[src/rtl/imm_decode_stage_pkg.sv]
// Shared types for the ID-stage immediate path: immediate select, RV32 opcodes, stage state.
package imm_types;

  typedef enum logic [2:0] {
    IMM_I = 3'd0,
    IMM_S = 3'd1,
    IMM_B = 3'd2,
    IMM_U = 3'd3,
    IMM_J = 3'd4
  } imm_sel_e;

  typedef enum logic [1:0] {
    ST_EMPTY = 2'd0,
    ST_HALF  = 2'd1,
    ST_FULL  = 2'd2
  } imm_stage_state_e;

  localparam logic [6:0] OP_IMM    = 7'b0010011;
  localparam logic [6:0] OP_LOAD   = 7'b0000011;
  localparam logic [6:0] OP_JALR   = 7'b1100111;
  localparam logic [6:0] OP_SYSTEM = 7'b1110011;
  localparam logic [6:0] OP_STORE  = 7'b0100011;
  localparam logic [6:0] OP_BRANCH = 7'b1100011;
  localparam logic [6:0] OP_LUI    = 7'b0110111;
  localparam logic [6:0] OP_AUIPC  = 7'b0010111;
  localparam logic [6:0] OP_JAL    = 7'b1101111;
  localparam logic [6:0] OP_REG    = 7'b0110011;

endpackage

[src/rtl/imm_decode_stage_immgen.sv]
// Combinational RV32 immediate generator; the opcode field is not needed, so only [31:7] enters.
module imm_decode_stage_immgen
  import imm_types::*;
(
  input  logic [31:7] instr,
  input  imm_sel_e    sel,
  output logic [31:0] imm
);

  always_comb begin
    imm = {{20{instr[31]}}, instr[31:20]};
    case (sel)
      IMM_I: imm = {{20{instr[31]}}, instr[31:20]};
      IMM_S: imm = {{20{instr[31]}}, instr[31:25], instr[11:7]};
      IMM_B: imm = {{19{instr[31]}}, instr[31], instr[7], instr[30:25], instr[11:8], 1'b0};
      IMM_U: imm = {instr[31:12], 12'b0};
      IMM_J: imm = {{11{instr[31]}}, instr[31], instr[19:12], instr[20], instr[30:21], 1'b0};
      default: imm = {{20{instr[31]}}, instr[31:20]};
    endcase
  end

endmodule

[src/rtl/imm_decode_stage.sv]
// ID-stage slot: opcode decode + immgen feeding a 2-entry skid buffer towards EX.
// Optional IMM_DECODE_ILLEGAL_EN flags unrecognised opcodes instead of treating them as I-type.
module imm_decode_stage
  import imm_types::*;
#(
  parameter int XLEN = 32
) (
  input  logic            clk,
  input  logic            rst_n,
  input  logic            flush,
  input  logic            in_valid,
  output logic            in_ready,
  input  logic [31:0]     in_instr,
  input  logic [XLEN-1:0] in_pc,
  output logic            out_valid,
  input  logic            out_ready,
  output logic [31:0]     out_instr,
  output logic [XLEN-1:0] out_pc,
  output logic [31:0]     out_imm,
  output imm_sel_e        out_imm_sel,
  output logic            out_illegal
);

  imm_stage_state_e state, state_nxt;
  imm_sel_e         dec_sel;
  logic             dec_zero;
  logic             dec_illegal;
  logic [31:0]      gen_imm;
  logic [31:0]      new_imm;
  logic             accept, pop;
  logic             load_head_in, load_skid_in, load_head_skid;

  logic [31:0]      head_instr_p1, skid_instr_p1;
  logic [XLEN-1:0]  head_pc_p1, skid_pc_p1;
  logic [31:0]      head_imm_p1, skid_imm_p1;
  imm_sel_e         head_sel_p1, skid_sel_p1;
  logic             head_illegal_p1, skid_illegal_p1;

  // Stage p0: decode and immediate generation on the incoming word
  always_comb begin
    dec_sel     = IMM_I;
    dec_zero    = 1'b0;
    dec_illegal = 1'b0;
    case (in_instr[6:0])
      OP_IMM, OP_LOAD, OP_JALR, OP_SYSTEM: dec_sel = IMM_I;
      OP_STORE:        dec_sel = IMM_S;
      OP_BRANCH:       dec_sel = IMM_B;
      OP_LUI, OP_AUIPC: dec_sel = IMM_U;
      OP_JAL:          dec_sel = IMM_J;
      OP_REG:          dec_zero = 1'b1;
      default: begin
`ifdef IMM_DECODE_ILLEGAL_EN
        dec_illegal = 1'b1;
        dec_zero    = 1'b1;
`else
        dec_sel     = IMM_I;
`endif
      end
    endcase
  end

  imm_decode_stage_immgen u_immgen (
    .instr (in_instr[31:7]),
    .sel   (dec_sel),
    .imm   (gen_imm)
  );

  assign new_imm = dec_zero ? 32'd0 : gen_imm;

  // in_ready depends only on the state register, never on out_ready
  assign in_ready  = (state != ST_FULL);
  assign out_valid = (state != ST_EMPTY);
  assign accept    = in_valid && in_ready;
  assign pop       = out_valid && out_ready;

  always_comb begin
    state_nxt      = state;
    load_head_in   = 1'b0;
    load_skid_in   = 1'b0;
    load_head_skid = 1'b0;
    if (flush) begin
      state_nxt = ST_EMPTY;
    end else begin
      case (state)
        ST_EMPTY: if (accept) begin
          load_head_in = 1'b1;
          state_nxt    = ST_HALF;
        end
        ST_HALF: begin
          if (accept && !pop) begin
            load_skid_in = 1'b1;
            state_nxt    = ST_FULL;
          end else if (accept && pop) begin
            load_head_in = 1'b1;
          end else if (pop) begin
            state_nxt = ST_EMPTY;
          end
        end
        ST_FULL: if (pop) begin
          load_head_skid = 1'b1;
          state_nxt      = ST_HALF;
        end
        default: state_nxt = ST_EMPTY;
      endcase
    end
  end

  always_ff @(posedge clk or negedge rst_n) begin
    if (!rst_n) state <= ST_EMPTY;
    else        state <= state_nxt;
  end

  // Stage p1: head and skid entries
  always_ff @(posedge clk or negedge rst_n) begin
    if (!rst_n) begin
      head_instr_p1   <= '0;
      head_pc_p1      <= '0;
      head_imm_p1     <= '0;
      head_sel_p1     <= IMM_I;
      head_illegal_p1 <= 1'b0;
      skid_instr_p1   <= '0;
      skid_pc_p1      <= '0;
      skid_imm_p1     <= '0;
      skid_sel_p1     <= IMM_I;
      skid_illegal_p1 <= 1'b0;
    end else begin
      if (load_head_in) begin
        head_instr_p1   <= in_instr;
        head_pc_p1      <= in_pc;
        head_imm_p1     <= new_imm;
        head_sel_p1     <= dec_sel;
        head_illegal_p1 <= dec_illegal;
      end else if (load_head_skid) begin
        head_instr_p1   <= skid_instr_p1;
        head_pc_p1      <= skid_pc_p1;
        head_imm_p1     <= skid_imm_p1;
        head_sel_p1     <= skid_sel_p1;
        head_illegal_p1 <= skid_illegal_p1;
      end
      if (load_skid_in) begin
        skid_instr_p1   <= in_instr;
        skid_pc_p1      <= in_pc;
        skid_imm_p1     <= new_imm;
        skid_sel_p1     <= dec_sel;
        skid_illegal_p1 <= dec_illegal;
      end
    end
  end

  assign out_instr   = head_instr_p1;
  assign out_pc      = head_pc_p1;
  assign out_imm     = head_imm_p1;
  assign out_imm_sel = head_sel_p1;
  assign out_illegal = head_illegal_p1;

endmodule

[config.mk]
export PLATFORM = sky130hd
export DESIGN_NAME = imm_decode_stage
export DESIGN_NICKNAME = d
export VERILOG_FILES = /design/src/rtl/imm_decode_stage_pkg.sv /design/src/rtl/imm_decode_stage_immgen.sv /design/src/rtl/imm_decode_stage.sv
export SDC_FILE = /design/constraint.sdc
export NUM_CORES = 1
export LEC_CHECK = 0
export CAP_MARGIN = 40
export CORE_ASPECT_RATIO = 1.1
export CORE_UTILIZATION = 50
export DETAILED_ROUTE_END_ITERATION = 7
export PLACE_DENSITY = 0.77
export RECOVER_POWER = 25
export SKIP_CTS_REPAIR_TIMING = 1
export SYNTH_ARGS = -nofsm -noshare
export SYNTH_HDL_FRONTEND = slang
export SYNTH_HIERARCHICAL = 1
export SYNTH_SLANG_ARGS = --single-unit
[constraint.sdc]
create_clock -name clk -period 2.15 [get_ports clk]
set_input_delay 0.43 -clock clk [delete_from_list [all_inputs] [get_ports clk]]
set_output_delay 0.43 -clock clk [all_outputs]
set_load 0.05 [all_outputs]
==> run_results.csv, run 1 <==
group,metric,value,unit
cts,clk_latency,0.43,ns
critical_path,start_kind,"register",
flow_run,cap_violations,0,
floorplan,core,0.0173,sq mm
route,vias,6677,
global_route,grt.met2_usage,43.6,%
sta,layout_min_cycle_time,2.12,ns
critical_path,cp.arrival,1.69,ns
yosys,synth_fa_ha_area_share,0,%
global_route,grt_usage,25.3,%
cells_and_area,most-common-layout-cells,"200 x dfrtp_1, 157 x clkdlybuf4s50_1, 71 x nand2_1",
route,routed_wl,22600,microns
yosys,synthFlopType,"dfrtp_1",
global_route,grt_antenna_before_repair,0,
yosys,yosys.area_share.xor_xnor,0,%
critical_path,cp-end-kind,"output port",
sta,fmax,0.473,GHz
outcome,outcome,"completed",
min_path,min_from,"in_instr[5]",
global_route,grt_util_met3,7.03,%
sta,setup_viol,0,
sta,fin_skew,0.00601,ns
sta,slew_violations,0,
yosys,synth_compound_area_share,14.2,%
floorplan,die_area,0.0185,sq mm
min_path,hold_path_class,"primary input to register",
critical_path,cp-startpoint,"out_imm_sel[1]",
cts,htree_levels,4,
placed_design,dp_cells,1126,
power,p_int,0.00767,W
floorplan,boundaryPins,171,
power,seq_power_share,44.0,%
yosys,synth_simple_gate_area_share,9.36,%
route,wl_per_cell,19.4,microns
placed_design,io_buffers,169,
critical_path,path_buf_inv,1,
cells_and_area,diodes,0,
critical_path,cpPeakStageDelay,0.88,ns
route,drtPass1Iterations,4,
power,p_leak,5.08,nW
cells_and_area,final_common_cell,"dfrtp_1",
yosys,yosysTopAreaCell,"dfrtp_1",
critical_path,crit_type,"register to output port",
global_route,grt_pass1_vias,7015,
route,vias_per_cell,5.74,
yosys,ys_seq_area_share,55.8,%
placed_design,hpwl,15600,microns
global_route,grt_overflow_total,0,
cts,cts_buffer_depth,2,
sta,period_share,98.4,%
floorplan,num_rows,50,
yosys,synth_cell_type_count,43,
cells_and_area,nets,986,
critical_path,r2r-start,"state[1]",
sta,hold_viol_final,0,
cts,ctsRootBufferMaster,"clkbuf_16",
critical_path,worstPathRequired,1.72,ns
cts,cts_buffers,17,
placed_design,place_area,0.0111,sq mm
critical_path,critPathMaxFanout,2,
yosys,synth_mux_area_share,15.8,%
cells_and_area,syn2layout_area_growth,32.4,%
yosys,synthCells,735,
power,swShare,33.5,%
yosys,syn-cell-area,0.00896,sq mm
power,vdd_drop_max,0.602,mV
critical_path,crit_slowest_cell,"clkdlybuf4s50_1",
yosys,async_flop_share,100,%
floorplan,die_y,142,microns
sta,worstMarginPinSlew,0.946,ns
yosys,synth_seq_cells,200,
route,ant_nets,0,
cts,path_clk_slew,0.07,ns
sta,rsz0062_at_grt,"no",
route,drcViolationCount,0,
cells_and_area,final_cells,1163,
sta,slew_headroom,37.0,%
cells_and_area,fillers,1266,
cts,cts_sinks,200,
power,power_switching,0.00386,W
yosys,synth_fp_nets,804,
power,p_per_area,971,mW/mm^2
route,drt_iter0_markers,421,
placed_design,gp_congestion,0.847,
yosys,synth_area_leaders,"dfrtp_1 56%, mux2_1 8.3%, mux2i_1 7.5%",
global_route,grt_busiest_layer,"met2",
global_route,grt_max_degree,54,
yosys,syn_avg_cell_area,12.2,sq um
yosys,synth_top_family_by_area,"multiplexers",
global_route,grt_pass1_wl,35900,microns
critical_path,crit_family,"buffers and inverters",
floorplan,die_w,130,microns
power,clock_power_share,28.1,%
yosys,synth_edf_count,0,
cells_and_area,drive_above_1_share,13.6,%
cts,cts_tree,"done",
sta,timing.hold.ws,0.331,ns
floorplan,initial_core_util,51.9,%
global_route,grtUsageMet1,30.6,%
yosys,yosys_warnings,6,
power,combPwrFrac,27.9,%
cells_and_area,final_cell_area,0.0119,sq mm
yosys,yosys.area.top_type_share,55.8,%
critical_path,crit_chain,"clkdlybuf4s50_1",
[cell families after synthesis]
group                  Yosys count
DFF                            200
AOI/OAI and AO/OA              181
and+or+nand+nor                158
muxes                          133
buffers and inverters           62
other                            1
[cell type report]
cell class	instances	area [sq um]	share of cell area (%)
multi-input cells	473	3710	31.2
clock buffers	19	453	3.81
clock inverters	12	141	1.19
repair buffers	222	2260	19.0
well taps	234	293	2.47
flip-flops and latches	200	5000	42.2
inverters	3	11.3	0.0948
[power by group through the flow]
stage,clock (W),sequential [W],combinational [W]
5_1_grt,0.00343,0.00516,0.00341
2_1_floorplan,0,0.00613,0.000918
4_1_cts,0.00329,0.00507,0.00323
3_3_place_gp,0,0.00506,0.00313
6_report,0.00324,0.00507,0.00322
3_5_place_dp,0,0.00513,0.00323
[worst paths after layout]
check,slack (ns),endpoint,cells past startpoint
hold reg to reg,0.49,skid_instr_p1[3],1
max in group asynchronous,0.34,out_instr[2],3
setup reg to reg,0.44,skid_instr_p1[6],4
hold / removal,0.33,out_instr[5],3
min in group asynchronous,0.52,skid_imm_p1[2],2
setup / recovery,0.03,out_imm_sel[1],1
[through the flow]
step / util, % / setup TNS [ns] / power, W / worst slack [ns]
CTS: 67.6 / -4.03 / 0.0116 / -0.161
finish: 68.8 / 0 / 0.0115 / 0.0345
floorplan: - / 0 / 0.00705 / 0.130
detailed placement: 64.2 / -33.94 / 0.00835 / -0.626
global placement: 64.2 / -26.39 / 0.00819 / -0.531
global route: 68.8 / 0 / 0.0120 / 0.0152
[layer usage]
| metal | vias up | part of all wire, % |
|---|---|---|
| met1 | 3399 | 41 |
| met3 | 31 | 7.0 |
| met4 | 0 | 1.8 |
| li1 | 3020 | - |
| met5 | - | 0 |
| met2 | 227 | 50 |
[state kept, by name, indices dropped and copies added, names as in the netlist]
name and flops:
out_imm_sel 3, skid_sel_p1 3, skid_imm_p1 32, skid_instr_p1 32, skid_pc_p1 32, out_instr 32
state 2, out_pc 32, out_imm 32
[Yosys cell counts, drive strengths merged (3+ instances only)]
| cell type | count |
|---|---|
| a211oi | 10 |
| a21o | 12 |
| a21oi | 10 |
| a221o | 34 |
| a22o | 34 |
| and2 | 33 |
| and3b | 5 |
| and4bb | 4 |
| buf | 49 |
| clkbuf | 10 |
| dfrtp | 200 |
| inv | 3 |
| mux2 | 66 |
| mux2i | 67 |
| nand2 | 75 |
| nand2b | 3 |
| nor2 | 12 |
| nor2b | 13 |
| o21ai | 71 |
| o22ai | 8 |
No activity file was read; power rests on OpenSTA's default activity.
==> run 2, diff against run 1 <==
--- a/config.mk
+++ b/config.mk
@@ -12,6 +12,7 @@
 export PLACE_DENSITY = 0.77
 export RECOVER_POWER = 25
 export SKIP_CTS_REPAIR_TIMING = 1
+export SLEW_MARGIN = 0
 export SYNTH_ARGS = -nofsm -noshare
 export SYNTH_HDL_FRONTEND = slang
 export SYNTH_HIERARCHICAL = 1
==> constraint.sdc (replaced) <==
create_clock -name clk -period 2.34 [get_ports clk]
set_input_delay 0.468 -clock clk [delete_from_list [all_inputs] [get_ports clk]]
set_output_delay 0.468 -clock clk [all_outputs]
set_load 0.05 [all_outputs]
==> run 2 against run 1 <==
Against the previous run:
- largest cell class unchanged
- cell count is 1.0% lower
- sequential power is 7.9% lower
- flip-flop and latch count stayed put
- highest routed layer unchanged
- critical path type is now primary input to register
==> run_results.csv, run 2 (same netlist as run 1, synthesis figures left out) <==
group,metric,value,unit
cells_and_area,final_common_cell,"dfrtp_1",
floorplan,boundaryPins,171,
critical_path,cp.arrival,2.60,ns
sta,fmax,0.437,GHz
floorplan,core,0.0173,sq mm
cells_and_area,nets,973,
sta,fin_tns_setup,0,ns
global_route,grt_antenna_before_repair,0,
route,routed_wl,22200,microns
floorplan,num_rows,50,
global_route,grt_util_met3,6.65,%
cells_and_area,final_cells,1151,
placed_design,io_buffers,169,
route,drtPass1Iterations,5,
route,wl_per_cell,19.3,microns
cells_and_area,drive_above_1_share,9.81,%
critical_path,crit_type,"primary input to register",
floorplan,die_y,142,microns
cells_and_area,syn2layout_area_growth,29.6,%
route,ant_nets,0,
global_route,grtUsageMet1,31.0,%
placed_design,gp_congestion,0.834,
floorplan,die_area,0.0185,sq mm
cells_and_area,most-common-layout-cells,"200 x dfrtp_1, 166 x clkdlybuf4s50_1, 73 x nand2_1",
flow_run,cap_violations,0,
sta,hold_viol_final,0,
global_route,grt_pass1_vias,6920,
power,vdd_drop_max,0.510,mV
critical_path,start_kind,"primary input",
cts,cts_sinks,200,
sta,period_share,97.8,%
cts,htree_levels,4,
global_route,grt_overflow_total,0,
critical_path,crit_family,"simple AND/OR/NAND/NOR gates",
cts,clk_latency,0.43,ns
sta,worstMarginPinSlew,1.43,ns
cts,cts_buffer_depth,2,
power,p_per_area,911,mW/mm^2
critical_path,critPathMaxFanout,15,
floorplan,initial_core_util,51.9,%
placed_design,hpwl,15200,microns
critical_path,worstPathRequired,2.65,ns
global_route,grt_busiest_layer,"met2",
sta,slew_headroom,4.39,%
global_route,grt.met2_usage,42.0,%
global_route,grt_usage,25.1,%
sta,rsz0062_at_grt,"yes",
sta,setup_viol,0,
cts,cts_buffers,17,
critical_path,crit_slowest_cell,"clkdlybuf4s50_1",
critical_path,crit_chain,"clkdlybuf4s50_1 > and3b_1 > nand3_1 > inv_1 > buf_12 > or3b_4 > nor2_1 > a211oi_1 > a221o_1",
critical_path,path_buf_inv,3,
min_path,hold_path_class,"primary input to asynchronous set/reset pin",
critical_path,cpPeakStageDelay,0.53,ns
cells_and_area,diodes,0,
sta,slew_violations,0,
global_route,grt_max_degree,65,
route,drcViolationCount,0,
outcome,outcome,"completed",
critical_path,cp-end-kind,"register",
floorplan,die_w,130,microns
cts,ctsRootBufferMaster,"clkbuf_16",
power,p_leak,4.94,nW
sta,fin_skew,0.0105,ns
global_route,grt_pass1_wl,35800,microns
sta,layout_min_cycle_time,2.29,ns
cts,path_clk_slew,0.07,ns
route,vias,6633,
placed_design,dp_cells,1118,
cts,cts_tree,"done",
route,drt_iter0_markers,313,
route,vias_per_cell,5.76,
-- run 2: changes by cell type in the layout (fill, tap and decap cells not counted), moves of 7 or more --
| cell | previous run | this run |
|---|---|---|
| buf_4 | 36 | 25 |
| clkdlybuf4s50_1 | 157 | 166 |
| nor2_1 | 2 | 10 |
| dlymetal6s2s_1 | 8 | 1 |
| nor2_4 | 7 | 0 |
-- run 2: power by group --
part	internal (W)	switching [W]	total, W
clock network	0.00163	0.00135	0.00298
registers	0.00422	0.000451	0.00467
logic	0.00117	0.00176	0.00294
-- run 2: worst register-to-register path: cells and delay by family, from the launching register on --
kind                   cells  cell delay [ns]
buffers and inverters      1             0.22
DFF                        1             0.47
and+or+nand+nor            2             0.47
muxes                      1             0.44
-- run 2: path summary, 6_finish.rpt --
path / start / end / slack [ns] / cells past startpoint
min in group clk: skid_pc_p1[8] / skid_pc_p1[8] / 0.49 / 1
worst max-delay path: in_instr[6] / out_imm[15] / 0.05 / 9
max in group asynchronous: rst_n / skid_instr_p1[9] / 0.42 / 2
worst max register to register: state[1] / skid_instr_p1[19] / 0.62 / 4
worst min-delay path: rst_n / out_imm[9] / 0.36 / 1
worst min register to register: skid_pc_p1[8] / skid_pc_p1[8] / 0.49 / 1
-- run 2: layout make-up --
cell class | instances | area, sq um
clock buffers | 18 | 439
clock inverters | 14 | 161
fillers | 1305 | 5650
inverters | 3 | 11.3
multi-input cells | 473 | 3560
flip-flops and latches | 200 | 5000
well taps | 234 | 293
repair buffers | 209 | 2150
-- run 2: metal layers --
metal  share of wire (%)  up-vias
met1                  42     3342
met2                  50      258
li1                    -     2995
met5                   0        -
met3                 6.7       38
met4                 2.0        0
-- run 2: metrics by stage --
| stage | area, sq um | hold slack, ns | total power, W | utilization, % | setup slack (ns) |
|---|---|---|---|---|---|
| after floorplan | 8960 | 0.172 | 0.00647 | - | 0.282 |
| after global placement | 11000 | 0.465 | 0.00752 | 63.8 | -0.377 |
| after detailed placement | 11000 | 0.469 | 0.00767 | 63.8 | -0.450 |
| after CTS | 11600 | 0.00264 | 0.0107 | 67.3 | -0.101 |
| after global routing | 11600 | 0.462 | 0.0110 | 67.3 | -0.00166 |
| final | 11600 | 0.358 | 0.0106 | 67.3 | 0.0526 |
